File: src/rtl/glyph_pixel_serializer.sv
// ---------------------------------------------------------------------------
// glyph_pixel_serializer
//
// Purpose:
//   Takes one ASCII character code per handshake, drives it to the 5x7
//   character-bitmap ROM, latches the returned 35-bit glyph and emits it as
//   35 pixels (one COLOR_WIDTH-bit GRB colour each) over a valid/ready
//   stream towards the WS2812B bit encoder. Scan order is raster or
//   serpentine so the pixel stream matches the LED-matrix wiring.
//
// Parameters:
//   SERPENTINE   1: odd rows (1,3,5) go right-to-left; 0: all rows left-to-right
//   COLOR_WIDTH  pixel colour width (GRB, MSB first to the encoder)
//
// Ports:
//   clk         system clock
//   rst         synchronous, active-high reset
//   char_valid  upstream character available
//   char_code   7-bit ASCII code
//   char_ready  serializer can accept a character (only in IDLE, never in reset)
//   fg_color    colour for set glyph bits, sampled at accept
//   bg_color    colour for clear glyph bits, sampled at accept
//   rom_addr    registered address to the character ROM
//   rom_data    glyph from the ROM (combinational from rom_addr)
//   pix_valid   pixel present
//   pix_ready   encoder accepts pixel
//   pix_rgb     pixel colour
//   pix_last    high with the 35th pixel of a glyph
// ---------------------------------------------------------------------------
module glyph_pixel_serializer #(
    parameter int SERPENTINE  = 1,
    parameter int COLOR_WIDTH = 24
) (
    input  logic                   clk,
    input  logic                   rst,
    input  logic                   char_valid,
    input  logic [6:0]             char_code,
    output logic                   char_ready,
    input  logic [COLOR_WIDTH-1:0] fg_color,
    input  logic [COLOR_WIDTH-1:0] bg_color,
    output logic [6:0]             rom_addr,
    input  logic [34:0]            rom_data,
    output logic                   pix_valid,
    input  logic                   pix_ready,
    output logic [COLOR_WIDTH-1:0] pix_rgb,
    output logic                   pix_last
);

    typedef enum logic [1:0] {
        IDLE  = 2'd0,
        FETCH = 2'd1,
        EMIT  = 2'd2
    } state_t;

    state_t                 state;
    logic [34:0]            glyph;
    logic [COLOR_WIDTH-1:0] fg_lat;
    logic [COLOR_WIDTH-1:0] bg_lat;
    logic [2:0]             row;
    logic [2:0]             col;

    // Next scan position after the pixel currently presented
    logic [2:0]             nrow;
    logic [2:0]             ncol;
    logic                   at_last;
    logic                   next_is_last;
    logic                   xfer;

    // Glyph bit for logical (r, c). Odd rows are mirrored in serpentine
    // mode; bit 34 is the top-left pixel.
    function automatic logic glyph_bit(input logic [34:0] g,
                                       input logic [2:0]  r,
                                       input logic [2:0]  c);
        logic [2:0] pc;
        logic [5:0] idx;
        pc  = ((SERPENTINE != 0) && r[0]) ? (3'd4 - c) : c;
        idx = 6'd34 - (6'(r) * 6'd5 + 6'(pc));
        return g[idx];
    endfunction

    assign char_ready = (state == IDLE) && !rst;
    assign xfer       = pix_valid && pix_ready;

    always_comb begin
        at_last = (row == 3'd6) && (col == 3'd4);
        if (col == 3'd4) begin
            nrow = row + 3'd1;
            ncol = 3'd0;
        end else begin
            nrow = row;
            ncol = col + 3'd1;
        end
        next_is_last = (nrow == 3'd6) && (ncol == 3'd4);
    end

    // pix_rgb/pix_last are registered: each is loaded one step ahead of the
    // position it describes, so the presented pixel only changes on a
    // transfer and stays stable through any stall.
    always_ff @(posedge clk) begin
        if (rst) begin
            state     <= IDLE;
            rom_addr  <= '0;
            pix_valid <= 1'b0;
            pix_rgb   <= '0;
            pix_last  <= 1'b0;
            row       <= '0;
            col       <= '0;
            glyph     <= '0;
            fg_lat    <= '0;
            bg_lat    <= '0;
        end else begin
            case (state)
                IDLE: begin
                    if (char_valid) begin
                        rom_addr <= char_code;
                        fg_lat   <= fg_color;
                        bg_lat   <= bg_color;
                        state    <= FETCH;
                    end
                end

                FETCH: begin
                    glyph     <= rom_data;
                    row       <= '0;
                    col       <= '0;
                    pix_valid <= 1'b1;
                    pix_rgb   <= glyph_bit(rom_data, 3'd0, 3'd0) ? fg_lat : bg_lat;
                    pix_last  <= 1'b0;
                    state     <= EMIT;
                end

                EMIT: begin
                    if (xfer) begin
                        if (at_last) begin
                            pix_valid <= 1'b0;
                            pix_last  <= 1'b0;
                            pix_rgb   <= '0;
                            row       <= '0;
                            col       <= '0;
                            state     <= IDLE;
                        end else begin
                            row      <= nrow;
                            col      <= ncol;
                            pix_rgb  <= glyph_bit(glyph, nrow, ncol) ? fg_lat : bg_lat;
                            pix_last <= next_is_last;
                        end
                    end
                end

                default: begin
                    pix_valid <= 1'b0;
                    pix_last  <= 1'b0;
                    state     <= IDLE;
                end
            endcase
        end
    end

endmodule

File: config.mk
export PLATFORM = sky130hd
export DESIGN_NAME = glyph_pixel_serializer
export DESIGN_NICKNAME = d
export VERILOG_FILES = /design/src/rtl/glyph_pixel_serializer.sv
export SDC_FILE = /design/constraint.sdc
export NUM_CORES = 1
export LEC_CHECK = 0
export CAP_MARGIN = 20
export CORE_ASPECT_RATIO = 1.4
export CORE_MARGIN = 1.5
export CORE_UTILIZATION = 45
export CTS_BUF_LIST = sky130_fd_sc_hd__clkbuf_8 sky130_fd_sc_hd__clkbuf_16
export DETAILED_ROUTE_END_ITERATION = 8
export GPL_TIMING_DRIVEN = 0
export HOLD_SLACK_MARGIN = 0.12
export PLACE_DENSITY_LB_ADDON = 0.08
export SYNTH_ARGS = -nofsm -noshare
export SYNTH_HDL_FRONTEND = slang
export SYNTH_SLANG_ARGS = --single-unit
File: constraint.sdc
create_clock -name clk -period 12.24 [get_ports clk]
set_input_delay 3.672 -clock clk [delete_from_list [all_inputs] [get_ports clk]]
set_output_delay 3.672 -clock clk [all_outputs]
set_load 0.05 [all_outputs]
==> reports/results.txt <==
final net count - 1021
peak supply drop - 0.0000761 V
Worst slew margin - 28.3%
global-route wire length before repair - 28900 um
cells after synthesis - 771
IO buf count - 125
Max Buffers Root-to-Sink - 2
CP Max Fanout - 8
Starting Density - 45.9%
# setup viols final - 0
crit start category - input port
slowest stage delay, CP - 0.85 ns
CP Class - in -> out
share of cells above drive strength 1 - 10.6%
Core Area - 0.0133 mm^2
Crit Reg-Reg Startpoint - col[0]$_SDFFE_PP0P_
period utilisation layout - 70.8%
First-pass DRT Iterations - 5
largest net degree at the start of global routing - 17
FP Rows - 50
Die Y - 141 um
Via density - 5.40
EDFF count, synth - 0
net count after synthesis - 877
GR Util All Layers - 26.2%
asr flop ratio synth - 0%
GRT Residual Overflow - 0
Max-Cap Viols - 0
Root Buffer - clkbuf_16
Crit path depth - 3
CP endpoint kind - output port
TritonCTS clock tree - yes
post-synthesis sequential area ratio - 40.8%
DP HPWL - 13500 um
slowest stage cell, crit path - clkdlybuf4s50_1
Post CTS Setup Buffer Count - 0
Slew @ Worst Pin - 1.08 ns
RSZ-0062 raised after global routing - false
# DRC - 0
hold buffers post-CTS - 0
Setup TNS - 0 ns
Critical Path AT - 4.99 ns
Synth Warn # - 0
Routed wire per std cell - 16.4 um
Area Overhead vs Synth - 33.9%
cell family with most CP delay - buffers and inverters
power per cell area - 135 mW/mm^2
Yosys reg bits - 124
clock latency on the worst-skew pair - 0.43 ns
Hold Crit Class - reg -> reg
I/O Pins - 128
Sink Count - 124
Mean Syn Cell Area - 7.90 um^2
Post-CTS Resized - 0
most used flip-flop cell after synthesis - dfxtp_1
routed via count - 5997
Syn Std Cell Area - 0.00609 mm^2
leakage power - 0.00302 uW
crit path buf inv count - 2
H-tree depth - 4
gpl congestion - 0.837
R2R Path End - pix_rgb[21]$_SDFFE_PP0P_
Yosys cell types - 51
Die Wd - 101 um
WL final - 18200 um
antenna violations before repair - 0
Worst Setup EP - char_ready
Final Power - 1100 uW
Diodes inserted - 0
outcome - finished clean
Final ANT Viol Nets - 0
cell depth of the worst flop-to-flop path - 21
Final min period - 8.66 ns
1st-iter DRT viols - 286
f_max - 0.115 GHz
Die ar. - 0.0142 mm^2
total CTS buffers - 17
fin. max-slew vios - 0
FF-to-FF setup slack - 6.86 ns
crit path from - rst
Worst-path clk slew - 0.05 ns
Final Hold Violating Endpoints - 0
vias in the first global route - 6097
Data required, critical path - 8.57 ns
critical path, cell by cell - clkbuf_1 -> nor3_1 -> clkdlybuf4s50_1
Max Clock Skew - 0.00746 ns
[synth_stat cells (all sizes together), types with 4 or more instances]
| cell type | number | share of area (%) |
|---|---|---|
| ha | 11 | 2.3 |
| inv | 12 | 0.74 |
| clkbuf | 47 | 2.9 |
| a22oi | 5 | 0.62 |
| mux2 | 5 | 0.92 |
| buf | 12 | 1.1 |
| o211ai | 25 | 4.7 |
| nand2 | 219 | 13 |
| o21ai | 8 | 0.66 |
| xnor2 | 6 | 0.99 |
| a21oi | 129 | 11 |
| nor2b | 4 | 0.41 |
| dfxtp | 124 | 41 |
| mux2i | 29 | 4.8 |
| nor2 | 47 | 2.9 |
| o2111ai | 25 | 3.6 |
| or2 | 24 | 2.5 |
[flip-flops by register name, summed over array words and instances, names as in the netlist, 2 cells and up]
register / count
col: 3
row: 3
pix_rgb: 24
bg_lat: 24
fg_lat: 24
state: 2
glyph: 35
rom_addr: 7
[cell type report]
class,count,area [um^2]
fill,1236,5110
multi-input combinational,576,3320
sequential,124,2480
timing repair buffer,125,1250
clock buffer,18,439
buffer,59,241
tap,182,228
clock inverter,14,148
inverter,12,45.0
[metrics by stage]
stage	hold slack [ns]	instances	util (%)	setup WS, ns	instance area [um^2]
floorplan	0.432	771	-	3.67	6090
global placement	0.441	1078	57.1	3.61	7570
detailed placement	0.446	1078	57.1	3.58	7570
CTS	0.454	1110	61.5	3.58	8160
global route	0.471	1110	61.5	3.49	8160
finish	0.455	1110	61.5	3.58	8160
[power breakdown]
part | switching [uW] | internal, uW | total [uW]
clock network | 195 | 305 | 499
logic | 94.2 | 66.5 | 161
registers | 17.4 | 427 | 445
[worst min-delay path, cell delays in order (launching register included)]
cell and delay (ns):
dfxtp_1 0.30, nand2_1 0.05, a21oi_1 0.05
[logic make-up after synthesis]
| kind of cell | Yosys count | share of synthesized area [%] |
|---|---|---|
| simple gates | 308 | 20.6 |
| xor+xnor | 7 | 1.13 |
| flops | 124 | 40.8 |
| mux | 37 | 6.80 |
| compound gates | 212 | 23.4 |
| buf+inv | 71 | 4.71 |
| fa+ha+maj | 12 | 2.59 |
[layer usage]
| metal | up-vias | track usage [%] | part of all wire, % | wire length (um) |
|---|---|---|---|---|
| met1 | 2843 | 27.4 | 39 | 7180 |
| met4 | 0 | 11.4 | 3.3 | 594 |
| li1 | 2952 | - | - | - |
| met2 | 154 | 49.0 | 53 | 9650 |
| met5 | - | 0 | 0 | 0 |
| met3 | 48 | 5.80 | 4.3 | 774 |
[placed cells by master, fill, tap and decap left out, types with 2 or more instances in the layout]
master / synthesis / routed
nand2_1: 219 / 219
a21oi_1: 129 / 129
clkdlybuf4s50_1: 0 / 125
dfxtp_1: 124 / 124
clkbuf_1: 47 / 47
nor2_1: 47 / 47
mux2i_1: 29 / 29
o2111ai_1: 25 / 25
or2_2: 24 / 24
o211ai_2: 20 / 20
clkbuf_16: 0 / 17
inv_1: 10 / 11
ha_1: 11 / 11
o21ai_0: 6 / 6
buf_1: 6 / 6
xnor2_1: 5 / 5
mux2_2: 5 / 5
a22oi_1: 5 / 5
o211ai_1: 5 / 5
nor2b_1: 4 / 4
buf_2: 4 / 4
clkinvlp_4: 0 / 4
clkinv_4: 0 / 4
and2_1: 3 / 3
nor3_1: 3 / 3
nand3_1: 3 / 3
mux4_2: 3 / 3
o22ai_1: 3 / 3
inv_2: 2 / 2
o211a_1: 2 / 2
o21ai_1: 2 / 2
buf_6: 2 / 2
clkinv_2: 0 / 2
bufinv_16: 0 / 2
[worst min-delay path by stage]
stage          cells after the start                        to                     start  slack [ns]
3_3_place_gp                       2     glyph[0]$_SDFFE_PP0P_     glyph[0]$_SDFFE_PP0P_        0.44
5_1_grt                            2    glyph[29]$_SDFFE_PP0P_    glyph[29]$_SDFFE_PP0P_        0.47
3_5_place_dp                       2    glyph[29]$_SDFFE_PP0P_    glyph[29]$_SDFFE_PP0P_        0.45
2_1_floorplan                      2    glyph[22]$_SDFFE_PP0P_    glyph[22]$_SDFFE_PP0P_        0.43
4_1_cts                            2    glyph[29]$_SDFFE_PP0P_    glyph[29]$_SDFFE_PP0P_        0.45
6_report                           2  rom_addr[0]$_SDFFE_PP0P_  rom_addr[0]$_SDFFE_PP0P_        0.46
(Power assumes the default switching activity.)
